==> config.mk <==
export PLATFORM = sky130hd
export DESIGN_NAME = dbg_run_ctrl_flat
export DESIGN_NICKNAME = d
export VERILOG_FILES = /design/src/rtl/dbg_run_ctrl_if.sv /design/src/rtl/dbg_run_ctrl.sv /design/src/flat_wrapper.sv
export SDC_FILE = /design/constraint.sdc
export NUM_CORES = 1
export LEC_CHECK = 0
export BUFFER_PORTS_ARGS = -buffer_cell sky130_fd_sc_hd__buf_2
export CELL_PAD_IN_SITES_DETAIL_PLACEMENT = 1
export CELL_PAD_IN_SITES_GLOBAL_PLACEMENT = 1
export CORE_MARGIN = 2
export CORE_UTILIZATION = 23
export DETAILED_ROUTE_END_ITERATION = 8
export GPL_TIMING_DRIVEN = 0
export HOLD_SLACK_MARGIN = 0.03
export PLACE_DENSITY = 0.51
export SLEW_MARGIN = 30
export SYNTH_ARGS = -nofsm -noshare
export SYNTH_HDL_FRONTEND = slang
export SYNTH_SLANG_ARGS = --single-unit
==> constraint.sdc <==
create_clock -name clk -period 3 [get_ports clk]
set_input_delay 0.6 -clock clk [delete_from_list [all_inputs] [get_ports clk]]
set_output_delay 0.6 -clock clk [all_outputs]
set_load 0.05 [all_outputs]
==> src/rtl/dbg_run_ctrl_if.sv <==
`default_nettype none
// ============================================================================
// Module  : dbg_run_ctrl_if
// Brief   : Debug command channel (valid/ready, opcode, index, data).
// Revision: 1.0
// ============================================================================
interface dbg_run_ctrl_if #(
    parameter int PC_W  = 32,
    parameter int IDX_W = 2
) ();
    logic             cmd_valid;
    logic             cmd_ready;
    logic [2:0]       cmd_op;
    logic [IDX_W-1:0] cmd_idx;
    logic [PC_W-1:0]  cmd_data;

    modport master (output cmd_valid, cmd_op, cmd_idx, cmd_data, input cmd_ready);
    modport slave  (input cmd_valid, cmd_op, cmd_idx, cmd_data, output cmd_ready);
endinterface
`default_nettype wire

==> src/rtl/dbg_run_ctrl.sv <==
`default_nettype none
// ============================================================================
// Module  : dbg_run_ctrl
// Brief   : CPU run/step/breakpoint controller; optional PC trace buffer
//           enabled with macro DBG_TRACE_EN.
// Revision: 1.0
// ============================================================================
module dbg_run_ctrl #(
    parameter int NUM_BP      = 4,
    parameter int PC_W        = 32,
    parameter int STEP_W      = 16,
    parameter int TRACE_DEPTH = 16,
    localparam int IDX_W      = (NUM_BP > 1) ? $clog2(NUM_BP) : 1,
    localparam int CNT_W      = $clog2(TRACE_DEPTH) + 1
) (
    input  wire logic               clk,
    input  wire logic               rstn,
    dbg_run_ctrl_if.slave           cmd,
    input  wire logic [PC_W-1:0]    pc_chk,
    output logic                    cpu_ce,
    output logic                    halted,
    output logic                    hit_valid,
    output logic [IDX_W-1:0]        hit_idx,
    output logic [STEP_W-1:0]       step_left,
    input  wire logic               trace_rd,
    output logic [PC_W-1:0]         trace_data,
    output logic                    trace_empty,
    output logic [CNT_W-1:0]        trace_cnt
);
    typedef enum logic [1:0] {S_HALT = 2'd0, S_STEP = 2'd1, S_RUN = 2'd2} state_t;

    localparam logic [2:0] c_op_set_bp  = 3'd1;
    localparam logic [2:0] c_op_clr_bp  = 3'd2;
    localparam logic [2:0] c_op_step    = 3'd3;
    localparam logic [2:0] c_op_run     = 3'd4;
    localparam logic [2:0] c_op_halt    = 3'd5;
    localparam logic [2:0] c_op_clr_all = 3'd6;

    state_t                r_state, w_state_nxt;
    logic [STEP_W-1:0]     r_step_left, w_step_nxt;
    logic                  r_skip, w_skip_nxt;
    logic                  r_hit_valid, w_hit_nxt;
    logic [IDX_W-1:0]      r_hit_idx, w_hit_idx_nxt;
    logic [NUM_BP-1:0]     r_bp_en;
    logic [PC_W-1:0]       r_bp_addr [NUM_BP];
    logic                  w_match;
    logic [IDX_W-1:0]      w_match_idx;
    logic                  w_cmd_acc;
    logic                  w_idx_ok;
    logic [STEP_W-1:0]     w_step_cnt;

    // Run-type commands stall until the CPU is parked in HALT.
    assign cmd.cmd_ready = !(((cmd.cmd_op == c_op_step) || (cmd.cmd_op == c_op_run))
                             && (r_state != S_HALT));
    assign w_cmd_acc  = cmd.cmd_valid && cmd.cmd_ready;
    assign w_idx_ok   = ({1'b0, cmd.cmd_idx} < (IDX_W+1)'(NUM_BP));
    assign w_step_cnt = cmd.cmd_data[STEP_W-1:0];

    // Descending scan so the lowest matching index wins.
    always_comb begin
        w_match     = 1'b0;
        w_match_idx = '0;
        for (int i = NUM_BP - 1; i >= 0; i--) begin
            if (r_bp_en[i] && (r_bp_addr[i] == pc_chk)) begin
                w_match     = 1'b1;
                w_match_idx = IDX_W'(i);
            end
        end
    end

    always_comb begin
        w_state_nxt   = r_state;
        w_step_nxt    = r_step_left;
        w_skip_nxt    = r_skip;
        w_hit_nxt     = 1'b0;
        w_hit_idx_nxt = r_hit_idx;
        cpu_ce        = 1'b0;
        case (r_state)
            S_STEP: begin
                cpu_ce = 1'b1;
                if (r_step_left <= STEP_W'(1)) begin
                    w_state_nxt = S_HALT;
                    w_step_nxt  = '0;
                end else begin
                    w_step_nxt  = r_step_left - STEP_W'(1);
                end
            end
            S_RUN: begin
                w_skip_nxt = 1'b0;
                if (w_match && !r_skip) begin
                    w_state_nxt   = S_HALT;
                    w_hit_nxt     = 1'b1;
                    w_hit_idx_nxt = w_match_idx;
                end else begin
                    cpu_ce = 1'b1;
                end
            end
            default: cpu_ce = 1'b0;
        endcase
        if (w_cmd_acc) begin
            case (cmd.cmd_op)
                c_op_step: begin
                    w_state_nxt = S_STEP;
                    w_step_nxt  = (w_step_cnt == '0) ? STEP_W'(1) : w_step_cnt;
                end
                c_op_run: begin
                    w_state_nxt = S_RUN;
                    w_skip_nxt  = 1'b1;
                end
                c_op_halt: begin
                    w_state_nxt = S_HALT;
                    w_step_nxt  = '0;
                end
                default: ;
            endcase
        end
    end

    always_ff @(posedge clk or negedge rstn) begin
        if (!rstn) begin
            r_state     <= S_HALT;
            r_step_left <= '0;
            r_skip      <= 1'b0;
            r_hit_valid <= 1'b0;
            r_hit_idx   <= '0;
        end else begin
            r_state     <= w_state_nxt;
            r_step_left <= w_step_nxt;
            r_skip      <= w_skip_nxt;
            r_hit_valid <= w_hit_nxt;
            r_hit_idx   <= w_hit_idx_nxt;
        end
    end

    always_ff @(posedge clk or negedge rstn) begin
        if (!rstn) begin
            r_bp_en   <= '0;
            r_bp_addr <= '{default: '0};
        end else if (w_cmd_acc) begin
            case (cmd.cmd_op)
                c_op_set_bp: if (w_idx_ok) begin
                    r_bp_en[cmd.cmd_idx]   <= 1'b1;
                    r_bp_addr[cmd.cmd_idx] <= cmd.cmd_data;
                end
                c_op_clr_bp: if (w_idx_ok) r_bp_en[cmd.cmd_idx] <= 1'b0;
                c_op_clr_all: r_bp_en <= '0;
                default: ;
            endcase
        end
    end

    assign halted    = (r_state == S_HALT);
    assign hit_valid = r_hit_valid;
    assign hit_idx   = r_hit_idx;
    assign step_left = r_step_left;

`ifdef DBG_TRACE_EN
    localparam int PTR_W = (TRACE_DEPTH > 1) ? $clog2(TRACE_DEPTH) : 1;

    logic [PC_W-1:0]  r_trace_mem [TRACE_DEPTH];
    logic [PTR_W-1:0] r_wr_ptr, r_rd_ptr;
    logic [CNT_W-1:0] r_cnt;
    logic             w_full, w_empty, w_wr, w_rd;

    assign w_full  = (r_cnt == CNT_W'(TRACE_DEPTH));
    assign w_empty = (r_cnt == '0);
    assign w_wr    = cpu_ce;
    assign w_rd    = trace_rd && !w_empty;

    // A write into a full buffer drops the oldest entry by advancing the read side.
    always_ff @(posedge clk or negedge rstn) begin
        if (!rstn) begin
            r_wr_ptr <= '0;
            r_rd_ptr <= '0;
            r_cnt    <= '0;
        end else begin
            if (w_wr) r_wr_ptr <= r_wr_ptr + PTR_W'(1);
            if (w_rd || (w_wr && w_full)) r_rd_ptr <= r_rd_ptr + PTR_W'(1);
            if (w_wr && !w_rd && !w_full) r_cnt <= r_cnt + CNT_W'(1);
            else if (w_rd && !w_wr)       r_cnt <= r_cnt - CNT_W'(1);
        end
    end

    always_ff @(posedge clk) begin
        if (w_wr) r_trace_mem[r_wr_ptr] <= pc_chk;
    end

    assign trace_data  = w_empty ? '0 : r_trace_mem[r_rd_ptr];
    assign trace_empty = w_empty;
    assign trace_cnt   = r_cnt;
`else
    logic unused_trace_rd;
    assign unused_trace_rd = trace_rd;
    assign trace_data      = '0;
    assign trace_empty     = 1'b1;
    assign trace_cnt       = '0;
`endif
endmodule
`default_nettype wire

==> src/flat_wrapper.sv <==
// flat-port wrapper written by rule: the top's interface ports become plain ports
module dbg_run_ctrl_flat 
#(
    parameter int NUM_BP      = 4,
    parameter int PC_W        = 32,
    parameter int STEP_W      = 16,
    parameter int TRACE_DEPTH = 16,
    localparam int IDX_W      = (NUM_BP > 1) ? $clog2(NUM_BP) : 1,
    localparam int CNT_W      = $clog2(TRACE_DEPTH) + 1
)
  (clk, rstn, pc_chk, cpu_ce, halted, hit_valid, hit_idx, step_left, trace_rd, trace_data, trace_empty, trace_cnt, cmd_cmd_valid, cmd_cmd_op, cmd_cmd_idx, cmd_cmd_data, cmd_cmd_ready);
  dbg_run_ctrl_if #(.PC_W(PC_W), .IDX_W(IDX_W)) cmd_i ();
  input  wire logic clk;
  input  wire logic rstn;
  input  wire logic [PC_W-1:0] pc_chk;
  output logic cpu_ce;
  output logic halted;
  output logic hit_valid;
  output logic [IDX_W-1:0] hit_idx;
  output logic [STEP_W-1:0] step_left;
  input  wire logic trace_rd;
  output logic [PC_W-1:0] trace_data;
  output logic trace_empty;
  output logic [CNT_W-1:0] trace_cnt;
  input wire logic [$bits(cmd_i.cmd_valid)-1:0] cmd_cmd_valid;
  input wire logic [$bits(cmd_i.cmd_op)-1:0] cmd_cmd_op;
  input wire logic [$bits(cmd_i.cmd_idx)-1:0] cmd_cmd_idx;
  input wire logic [$bits(cmd_i.cmd_data)-1:0] cmd_cmd_data;
  output wire logic [$bits(cmd_i.cmd_ready)-1:0] cmd_cmd_ready;
  assign cmd_i.cmd_valid = cmd_cmd_valid;
  assign cmd_i.cmd_op = cmd_cmd_op;
  assign cmd_i.cmd_idx = cmd_cmd_idx;
  assign cmd_i.cmd_data = cmd_cmd_data;
  assign cmd_cmd_ready = cmd_i.cmd_ready;
  dbg_run_ctrl #(.NUM_BP(NUM_BP), .PC_W(PC_W), .STEP_W(STEP_W), .TRACE_DEPTH(TRACE_DEPTH)) u_core (.clk(clk), .rstn(rstn), .cmd(cmd_i), .pc_chk(pc_chk), .cpu_ce(cpu_ce), .halted(halted), .hit_valid(hit_valid), .hit_idx(hit_idx), .step_left(step_left), .trace_rd(trace_rd), .trace_data(trace_data), .trace_empty(trace_empty), .trace_cnt(trace_cnt));
endmodule
==> results of run 1 <==
power groups by stage:
stage	clock, µW	combinational [µW]	sequential, µW
after floorplan	0	1190	3170
final	2250	2160	2900
after CTS	2310	2170	2900
after detailed placement	0	2140	2930
after global placement	0	2110	2910
after global routing	2400	2350	2970
repair_timing:
action,CTS,global route
resized for setup,9,6
hold buffers,1,0
hold endpoints to repair,5,0
setup endpoints to repair,1,3
pin swaps,7,4
setup buffers,12,2
path summary, 6_finish.rpt:
check | start | depth (start not counted) | slack, ps | end
min in group asynchronous | rstn | 2 | 550 | u_core.r_bp_addr[15]
hold / removal | cmd_cmd_data[27] | 2 | 450 | u_core.r_bp_addr[59]
max in group asynchronous | rstn | 3 | 1830 | u_core.r_bp_addr[12]
hold reg to reg | u_core.hit_idx[1] | 2 | 520 | u_core.hit_idx[1]
setup reg to reg | u_core.r_bp_addr[60] | 13 | 180 | u_core.r_state[0]
setup / recovery | u_core.r_bp_addr[60] | 8 | -180 | cpu_ce
cells in the final DEF (no fill, tap or decap), types with 3 or more instances in the layout:
cell type	n
sky130_fd_sc_hd__nor4_2	3
sky130_fd_sc_hd__dfrtp_1	154
sky130_fd_sc_hd__a21o_1	3
sky130_fd_sc_hd__nor2b_1	3
sky130_fd_sc_hd__nor2_1	13
sky130_fd_sc_hd__clkinv_2	3
sky130_fd_sc_hd__mux2_2	128
sky130_fd_sc_hd__nand2_1	29
sky130_fd_sc_hd__xnor2_1	86
sky130_fd_sc_hd__ha_1	5
sky130_fd_sc_hd__nand3_1	9
sky130_fd_sc_hd__clkinvlp_4	4
sky130_fd_sc_hd__xor2_1	46
sky130_fd_sc_hd__a21oi_1	4
sky130_fd_sc_hd__conb_1	38
sky130_fd_sc_hd__clkbuf_16	17
sky130_fd_sc_hd__clkbuf_1	10
sky130_fd_sc_hd__nor3_1	12
sky130_fd_sc_hd__xnor2_2	4
sky130_fd_sc_hd__o21ai_0	21
sky130_fd_sc_hd__buf_1	6
sky130_fd_sc_hd__inv_1	18
sky130_fd_sc_hd__o31ai_1	3
sky130_fd_sc_hd__buf_2	90
sky130_fd_sc_hd__bufinv_16	3
sky130_fd_sc_hd__nand4_1	24
sky130_fd_sc_hd__buf_4	46
sky130_fd_sc_hd__nor4_1	17
routing by layer:
metal  vias up  share of wire, %  global-route usage [%]
met2       111                48                    24.6
met1      2816                46                    20.1
met3        21               4.3                    2.75
li1       2576                 -                       -
met5         -                 0                       0
met4         0               1.2                    3.34
metrics by stage:
step                      TNS (ps)  utilization (%)  std cells  power, µW
after floorplan                  0                -        705       4370
after global placement     -212340             26.6       1251       5020
after detailed placement      -508             26.8       1253       5070
after CTS                     -485             29.0       1298       7390
after global routing          -272             29.0       1294       7720
final                         -182             29.0       1294       7300
state kept, by name, indices dropped and copies added, names as in the netlist:
register and count:
u_core.hit_valid 1, u_core.r_bp_en 4, u_core.r_skip 1, u_core.hit_idx 2, u_core.r_state 2, u_core.r_bp_addr 128
u_core.step_left 16
worst max-delay path: stages, from the launching register on:
cell,delay (ps)
sky130_fd_sc_hd__dfrtp_1,390
sky130_fd_sc_hd__xnor2_1,260
sky130_fd_sc_hd__nand4_1,230
sky130_fd_sc_hd__nor3_1,300
sky130_fd_sc_hd__nand4_1,310
sky130_fd_sc_hd__a41oi_2,290
sky130_fd_sc_hd__o21ai_1,90
sky130_fd_sc_hd__and2_4,140
sky130_fd_sc_hd__buf_6,140
final cells by class:
| class | count | area share [%] |
|---|---|---|
| buffer | 54 | 3.50 |
| tap | 455 | 5.73 |
| sequential | 154 | 38.8 |
| multi-input combinational | 479 | 39.3 |
| inverter | 18 | 0.680 |
| timing repair buffer | 102 | 6.00 |
| clock buffer | 21 | 4.63 |
| clock inverter | 11 | 1.45 |
cell families after synthesis:
| logic type | count (synthesis) | share of synthesized area (%) |
|---|---|---|
| buffers and inverters | 72 | 5.22 |
| adder cells (fa/ha/maj) | 5 | 0.786 |
| multiplexers | 129 | 18.2 |
| AND/OR/NAND/NOR | 126 | 8.54 |
| other | 2 | 0.0944 |
| AO/OA/AOI/OAI | 44 | 3.63 |
| XOR/XNOR | 137 | 15.1 |
| flip-flops | 154 | 48.4 |
==> qor.tcl, run 1 <==
set qor(grtUsageTotal_pct) 14.8
set qor(powerDensity_mw_per_mm2) 735
set qor(numPortBuffers) 91
set qor(clk_path_buf_depth) 2
set qor(gp_routability_congestion) 0.806
set qor(switching_share_pct) 35.1
set qor(final_hold_viol_count) 0
set qor(failed_checks) {negative setup slack}
set qor(drt_first_iter_violations) 229
set qor(post_synth_main_area_contributors) {sky130_fd_sc_hd__dfrtp_1 48%, sky130_fd_sc_hd__mux2_2 18%, sky130_fd_sc_hd__xnor2_1 9.9%}
set qor(cell_type_with_the_highest_aggregate_area_in_the_netlist) {sky130_fd_sc_hd__dfrtp_1}
set qor(start_util_pct) 23.2
set qor(setup_viol_count_final) 1
set qor(core_rows) 68
set qor(slew_headroom_pct) 36.6
set qor(combPwrFrac_pct) 29.5
set qor(pre_cts_setup_slack_ps) -508
set qor(crit_fanout) 3
set qor(drtAntennaViolNets) 0
set qor(dp_hpwl_um) 19700
set qor(h_tree_depth) 4
set qor(drv.max_cap_violation_count) 0
set qor(synth_seq_area_share_pct) 48.4
set qor(wl_um) 25700
set qor(async_flop_share_pct) 100
set qor(rsz0062_at_grt) {true}
set qor(area_of_the_multi_input_gates_mm2) 0.00390
set qor(clk_root_buffer_cell) {sky130_fd_sc_hd__clkbuf_16}
set qor(peak_vdd_ir_v) 0.000389
set qor(clock_insertion_delay_worst_skew_ps) 430
set qor(path_class) {reg2out}
set qor(route.detailed.vias_per_inst) 4.27
set qor(yosys.cell_count.top_type) {sky130_fd_sc_hd__dfrtp_1}
set qor(drt_pass1_iterations) 4
set qor(grt_antenna_before_repair) 0
set qor(power.internal_uw) 4740
set qor(grt.overflow.total) 0
set qor(finalWorstPathRequiredPeriod_ps) 3180
set qor(worst_setup_path_start_kind) {flop}
set qor(yosys.area.top_type_share_pct) 48.4
set qor(kind_of_end_point_of_the_critical_path) {output port}
set qor(final.hold.worst_slack_ps) 449
set qor(layout.nets) 904
set qor(first_pass_grt_wire_length_um) 38700
set qor(drc_errors) 0
set qor(tritoncts) {done}
set qor(maximum_number_of_pins_on_one_net_before_global_route_repair) 78
set qor(postLayoutCellArea_mm2) 0.00994
set qor(die_width_um) 190
set qor(post_route_clock_skew_ps) 9.07
set qor(finalCritPeriodShare_pct) 106
set qor(synth.cell_area_mm2) 0.00796
set qor(power.share.clock_pct) 30.8
set qor(routed-via-count) 5524
set qor(fp.dieH_um) 190
set qor(fillerInstances) 3856
set qor(synth.cells.most_frequent) {154 x sky130_fd_sc_hd__dfrtp_1, 128 x sky130_fd_sc_hd__mux2_2, 90 x sky130_fd_sc_hd__xnor2_1, 47 x sky130_fd_sc_hd__xor2_1, 38 x sky130_fd_sc_hd__buf_4}
set qor(crit_required_ps) 2400
set qor(syn-mean-instance-area_um2) 11.9
set qor(placed_area_mm2) 0.00918
set qor(crit_arrival_ps) 2580
set qor(p_seq_share_pct) 39.7
set qor(antenna_cells_inserted) 0
set qor(worst_hold_path_type) {in2reg}
set qor(p_sw_uw) 2560
set qor(number_of_storage_elements_in_the_synthesis_netlist) 154
set qor(ys_types) 47
set qor(worst_pin_slew_ps) 951
set qor(finalWorstSetupSlack_ps) -182
set qor(primary_flip_flop_cell_chosen_by_synthesis_mapping) {sky130_fd_sc_hd__dfrtp_1}
set qor(design.core.area_mm2) 0.0343
set qor(ios) 133
set qor(achievable-frequency_ghz) 0.314
set qor(synth-edff-count) 0
set qor(timing_max_transition_violations_final) 0
set qor(area_delta_synth_final_pct) 24.9
set qor(run_status) {finished with violations}
set qor(tritoncts.num_buffers) 17
set qor(synthCells) 669
set qor(p_leak_uw) 0.00449
set qor(cts.sinks) 154
set qor(yosys_warnings) 0
set qor(routed_wire_length_per_instance_um) 19.8
set qor(register_clock_pin_slew_on_the_reported_worst_setup_and_hold_paths_ps) 60
set qor(register_area_mm2) 0.00385
set qor(grt_pass1_vias) 5986
set qor(layout-drive-gt1-share_pct) 37.7
set qor(design.die.area_mm2) 0.0361
(Power assumes the default switching activity.)
==> run 2: changes to the inputs <==
CTS_BUF_LIST = sky130_fd_sc_hd__clkbuf_4   (was unset)
REMOVE_ABC_BUFFERS = 1   (was unset)
==> run 2 against run 1 <==
Compared with the run above: the run still ends with negative setup slack left; die area stayed put; maximum frequency decreased by 7.6%; routed wire length decreased by 8.2%; first-iteration DRC count down 3.9%; design area is 5.6% lower; register-to-register slack improved by 270 ps.
==> qor.tcl, run 2 (same netlist as run 1, synthesis figures left out) <==
set qor(run_status) {finished with violations}
set qor(failed_checks) {negative setup slack}
set qor(post_route_clock_skew_ps) 29.9
set qor(drtAntennaViolNets) 0
set qor(fillerInstances) 3869
set qor(area_delta_synth_final_pct) 18.0
set qor(layout-drive-gt1-share_pct) 36.2
set qor(crit_chain) {xnor2_2 -> nand4_1 -> nor3_4 -> nand4_1 -> a41oi_4 -> o21ai_1 -> and2_1 -> buf_6}
set qor(ios) 133
set qor(finalCritPeriodShare_pct) 115
set qor(worst_pin_slew_ps) 876
set qor(drv.max_cap_violation_count) 0
set qor(power.internal_uw) 3950
set qor(clk_path_buf_depth) 2
set qor(slew_headroom_pct) 41.2
set qor(largest-register) {u_core.r_bp_addr}
set qor(combPwrFrac_pct) 32.4
set qor(timing.setup.tns_ps) -444
set qor(grt.overflow.total) 0
set qor(ff2ff_path_depth) 9
set qor(switching_share_pct) 38.2
set qor(p_leak_uw) 0.00421
set qor(powerDensity_mw_per_mm2) 682
set qor(design.die.area_mm2) 0.0361
set qor(routed-via-count) 5311
set qor(timing_max_transition_violations_final) 0
set qor(p_sw_uw) 2450
set qor(final_hold_viol_count) 0
set qor(grt_pass1_vias) 5611
set qor(total_power_draw_uw) 6400
set qor(worst_flop_to_flop_path_startpoint) {u_core.r_bp_addr[85]}
set qor(tritoncts) {done}
set qor(route.detailed.vias_per_inst) 4.27
set qor(dp_hpwl_um) 17900
set qor(finalWorstPathRequiredPeriod_ps) 3440
set qor(kind_of_end_point_of_the_critical_path) {output port}
set qor(drt_pass1_iterations) 5
set qor(h_tree_depth) 4
set qor(drt_first_iter_violations) 220
set qor(wl_um) 23600
set qor(worst_setup_path_start_kind) {flop}
set qor(die_width_um) 190
set qor(routed_wire_length_per_instance_um) 19.0
set qor(register_clock_pin_slew_on_the_reported_worst_setup_and_hold_paths_ps) 160
set qor(grtUsageTotal_pct) 13.4
set qor(finalWorstSetupSlack_ps) -444
set qor(final.hold.worst_slack_ps) 291
set qor(rsz0062_at_grt) {true}
set qor(tritoncts.num_buffers) 17
set qor(min_delay_worst_endpoint) {u_core.r_bp_addr[21]}
set qor(design.core.area_mm2) 0.0343
set qor(worst_hold_path_type) {in2reg}
set qor(critical_path.top_delay_family) {simple AND/OR/NAND/NOR gates}
set qor(first_pass_grt_wire_length_um) 35500
set qor(crit_arrival_ps) 2840
set qor(slowest_delay_ps) 430
set qor(slowest_stage) {sky130_fd_sc_hd__dfrtp_1}
set qor(gp_routability_congestion) 0.753
set qor(cp_num_buf_inv) 1
set qor(fp.dieH_um) 190
set qor(setup_viol_count_final) 1
set qor(reg2reg_to) {u_core.r_state[0]}
set qor(max_ffs_per_register) 128
set qor(drc_errors) 0
set qor(hp-start) {cmd_cmd_data[21]}
set qor(path_class) {reg2out}
set qor(crit_fanout) 2
set qor(commonest_non_fill_non_tap_cell_in_the_layout) {sky130_fd_sc_hd__dfrtp_1}
set qor(placed_area_mm2) 0.00893
set qor(numPortBuffers) 93
set qor(p_seq_share_pct) 45.1
set qor(power.share.clock_pct) 22.6
set qor(peak_vdd_ir_v) 0.000379
set qor(worst-r2r-setup-slack_ps) 450
set qor(cts.sinks) 154
set qor(start_util_pct) 23.2
set qor(achievable-frequency_ghz) 0.290
set qor(core_rows) 68
set qor(min_path_cells) 2
set qor(postLayoutCellArea_mm2) 0.00939
set qor(crit_required_ps) 2400
set qor(layout.nets) 852
set qor(timing.critical_path.mode_cell) {sky130_fd_sc_hd__nand4_1}
set qor(maximum_number_of_pins_on_one_net_before_global_route_repair) 59
set qor(postLayoutCoreUtil_pct) 27.4
set qor(clk_root_buffer_cell) {sky130_fd_sc_hd__clkbuf_4}
set qor(grt_antenna_before_repair) 6
set qor(clock_insertion_delay_worst_skew_ps) 580
set qor(layout.cells.most_common_list) {154 x sky130_fd_sc_hd__dfrtp_1, 128 x sky130_fd_sc_hd__mux2_2, 91 x sky130_fd_sc_hd__buf_2}
run 2: changes by cell type in the layout (fill, tap and decap cells not counted), moves of 3 or more:
cell                        delta
sky130_fd_sc_hd__buf_4        -40
sky130_fd_sc_hd__clkbuf_4     +19
sky130_fd_sc_hd__clkbuf_16    -17
sky130_fd_sc_hd__clkbuf_1     -10
sky130_fd_sc_hd__buf_1         -6
sky130_fd_sc_hd__nand2_1       -3
sky130_fd_sc_hd__nand2_4       +3
run 2: area by class of cell:
class                           instances  area [µm²]  share of cell area [%]
Clock inverter                         13         166                    1.77
Sequential cell                       154        3850                    41.0
Tap cell                              455         569                    6.06
Antenna cell                            2        5.00                  0.0533
Timing Repair Buffer                  104         614                    6.54
Inverter                               18        67.6                   0.720
Clock buffer                           19         143                    1.52
Multi-Input combinational cell        479        3970                    42.3
run 2: through the flow:
step / setup WS, ps / std cells
2_1_floorplan: -129 / 651
3_3_place_gp: -2100 / 1199
3_5_place_dp: -593 / 1206
4_1_cts: -522 / 1240
5_1_grt: -534 / 1243
6_report: -444 / 1244
run 2: worst max-delay path by stage:
stage / from / end / slack (ps) / cells past startpoint
final: u_core.r_bp_addr[85] / cpu_ce / -440 / 8
after floorplan: cmd_cmd_valid / u_core.r_bp_addr[0] / -130 / 3
after detailed placement: pc_chk[21] / cpu_ce / -590 / 9
after CTS: u_core.r_bp_addr[85] / cpu_ce / -520 / 8
after global routing: u_core.r_bp_addr[123] / cpu_ce / -530 / 8
after global placement: cmd_cmd_op[0] / u_core.r_bp_addr[6] / -2100 / 4
run 2: power groups by stage:
stage	registers [µW]	clock network [µW]	logic, µW
floorplan	3170	0	1150
global placement	2910	0	2030
detailed placement	2930	0	2060
CTS	2880	1490	2100
global route	2950	1580	2260
finish	2880	1440	2070
run 2: repair_timing:
action | CTS | global route
hold endpoints to repair | 56 | 0
gates resized for setup | 12 | 6
endpoints found under the setup margin | 1 | 1
buffers inserted | 1 | 2
pin swaps | 9 | 10
hold buffers | 1 | 0
run 2: routing by layer:
metal | vias to the layer above | track usage (%) | wire (µm)
met4 | 8 | 2.50 | 138
li1 | 2465 | - | -
met3 | 15 | 3.60 | 1260
met2 | 119 | 22.3 | 11200
met5 | - | 0 | 52
met1 | 2704 | 17.6 | 11000
==> run 3: changes to the inputs <==
GPL_TIMING_DRIVEN = unset   (was 0)
SKIP_LAST_GASP = 1   (was unset)
==> run 3 against run 2 <==
Compared with the run above: the flow still finishes with violations (negative setup slack); final cell count increased by 4.2%; hold slack gained 6.7 ps; clock power decreased by 8%; critical endpoint unchanged; power is 0.57% lower; routed wire length up 0.72%; sequential cell count unchanged; maximum frequency increased by 0.90%; global-route usage is 0.16 points higher; non-clock buffer count is 51 higher; register-to-register slack better by 120 ps; critical path depth rose by 1.
==> qor.tcl, run 3 (same netlist as run 1, synthesis figures left out) <==
set qor(grt_pass1_vias) 5749
set qor(finalCritPeriodShare_pct) 114
set qor(ff2ff_path_depth) 9
set qor(achievable-frequency_ghz) 0.293
set qor(grt.overflow.total) 0
set qor(routed_wire_length_per_instance_um) 18.3
set qor(drv.max_cap_violation_count) 0
set qor(rsz0062_at_grt) {true}
set qor(fillerInstances) 3867
set qor(gp_routability_congestion) 0.762
set qor(drtAntennaViolNets) 0
set qor(tritoncts) {done}
set qor(dp_hpwl_um) 17900
set qor(maximum_number_of_pins_on_one_net_before_global_route_repair) 59
set qor(core_rows) 68
set qor(worst_pin_slew_ps) 638
set qor(ios) 133
set qor(grtUsageTotal_pct) 13.6
set qor(postLayoutCellArea_mm2) 0.00972
set qor(die_width_um) 190
set qor(route.detailed.vias_per_inst) 4.23
set qor(finalWorstPathRequiredPeriod_ps) 3410
set qor(drt_pass1_iterations) 4
set qor(max_ffs_per_register) 128
set qor(kind_of_end_point_of_the_critical_path) {output port}
set qor(worst_hold_path_type) {in2reg}
set qor(layoutNonFillerInstCount) 1296
set qor(fp.dieH_um) 190
set qor(worst_setup_path_start_kind) {flop}
set qor(clock_insertion_delay_worst_skew_ps) 580
set qor(design.core.area_mm2) 0.0343
set qor(run_status) {finished with violations}
set qor(start_util_pct) 23.2
set qor(first_pass_grt_wire_length_um) 36000
set qor(setup_viol_count_final) 1
set qor(clk_root_buffer_cell) {sky130_fd_sc_hd__clkbuf_4}
set qor(slowest_stage) {sky130_fd_sc_hd__or3_4}
set qor(routed-via-count) 5478
set qor(crit_chain) {xor2_1 -> nor4_1 -> buf_4 -> nand4_1 -> or3_4 -> a41oi_4 -> o21ai_1 -> and2_1 -> buf_6}
set qor(slowest_delay_ps) 440
set qor(timing_max_transition_violations_final) 0
set qor(clk_path_buf_depth) 2
set qor(placed_area_mm2) 0.00934
set qor(crit_required_ps) 2400
set qor(layout.nets) 903
set qor(finalWorstSetupSlack_ps) -413
set qor(total_power_draw_uw) 6360
set qor(min_path_cells) 2
set qor(path_class) {reg2out}
set qor(placed_cells) 1260
set qor(post_route_clock_skew_ps) 35.8
set qor(numPortBuffers) 93
set qor(slew_headroom_pct) 57.4
set qor(area_delta_synth_final_pct) 22.2
set qor(h_tree_depth) 4
set qor(peak_vdd_ir_v) 0.000423
set qor(drt_first_iter_violations) 195
set qor(cts.sinks) 154
set qor(p_leak_uw) 0.00439
set qor(layout-drive-gt1-share_pct) 39.0
set qor(register_clock_pin_slew_on_the_reported_worst_setup_and_hold_paths_ps) 160
set qor(grt_antenna_before_repair) 4
set qor(commonest_non_fill_non_tap_cell_in_the_layout) {sky130_fd_sc_hd__dfrtp_1}
set qor(drc_errors) 0
set qor(largest-register) {u_core.r_bp_addr}
set qor(layout.cells.most_common_list) {154 x sky130_fd_sc_hd__dfrtp_1, 128 x sky130_fd_sc_hd__mux2_2, 91 x sky130_fd_sc_hd__buf_2}
set qor(postLayoutCoreUtil_pct) 28.4
set qor(wl_um) 23800
set qor(powerDensity_mw_per_mm2) 655
set qor(final_hold_viol_count) 0
set qor(tritoncts.num_buffers) 17
set qor(crit_arrival_ps) 2810
set qor(design.die.area_mm2) 0.0361
set qor(crit_fanout) 3
set qor(failed_checks) {negative setup slack}
[run 3: changes by cell type in the layout (fill, tap and decap cells not counted), moves of 2 or more]
| cell | previous run | this run |
|---|---|---|
| sky130_fd_sc_hd__xnor2_2 | 5 | 2 |
| sky130_fd_sc_hd__buf_12 | 0 | 7 |
| sky130_fd_sc_hd__nand2_4 | 3 | 0 |
| sky130_fd_sc_hd__inv_8 | 2 | 0 |
| sky130_fd_sc_hd__xnor2_1 | 85 | 88 |
| sky130_fd_sc_hd__buf_16 | 2 | 0 |
| sky130_fd_sc_hd__buf_4 | 6 | 54 |
| sky130_fd_sc_hd__clkinv_4 | 0 | 3 |
| sky130_fd_sc_hd__nor3_1 | 11 | 13 |
| sky130_fd_sc_hd__nand2_1 | 26 | 29 |
[run 3: per-stage QoR]
stage	hold slack [ps]	setup TNS, ps	setup slack (ps)
finish	298	-413	-413
detailed placement	495	-405	-405
CTS	243	-473	-473
global route	237	-597	-597
floorplan	304	-4120	-129
global placement	493	-404	-404
[run 3: power breakdown]
group	total [µW]	switching (µW)	leakage [µW]	internal [µW]
registers	2890	362	0.00196	2530
clock network	1320	805	0.000148	519
logic	2150	1260	0.00228	888
[run 3: worst max-delay path, delay by kind of cell (launching register included)]
kind,cells,cell delay [ps]
flip-flops,1,420
AO/OA/AOI/OAI,2,340
AND/OR/NAND/NOR,4,990
XOR/XNOR,1,160
buffers and inverters,2,320
[run 3: routing by layer]
layer | vias to the layer above | global-route usage, % | routed length (µm)
met5 | - | 0 | 23
met2 | 117 | 22.3 | 11400
met1 | 2764 | 18.1 | 11100
met4 | 4 | 3.25 | 301
met3 | 17 | 3.12 | 1010
li1 | 2576 | - | -
[run 3: what timing repair did]
item	in CTS	in global routing
endpoints found under the setup margin	1	1
setup buffers	0	0
gates resized for setup	7	6
pin swaps	6	1
hold endpoints to repair	56	0
gates cloned	0	0
hold buffers	1	0
[run 3: final timing paths]
check | start | to | slack, ps
worst max-delay path | u_core.r_bp_addr[24] | cpu_ce | -410
worst min-delay path | cmd_cmd_data[24] | u_core.r_bp_addr[24] | 300
worst max register to register | u_core.r_bp_addr[24] | u_core.r_state[0] | 570
worst min register to register | u_core.r_bp_addr[84] | u_core.r_bp_addr[84] | 520
max in group asynchronous | rstn | u_core.r_bp_addr[115] | 1670
min in group asynchronous | rstn | u_core.r_bp_addr[58] | 580
[run 3: layout make-up]
cell class	instances	area, µm²	area share (%)
multi-input cells	479	3910	40.2
flip-flops and latches	154	3850	39.6
repair buffers	155	1030	10.6
well taps	455	569	5.86
clock inverters	13	144	1.48
clock buffers	19	143	1.47
inverters	18	67.6	0.695
diodes	3	7.51	0.0772
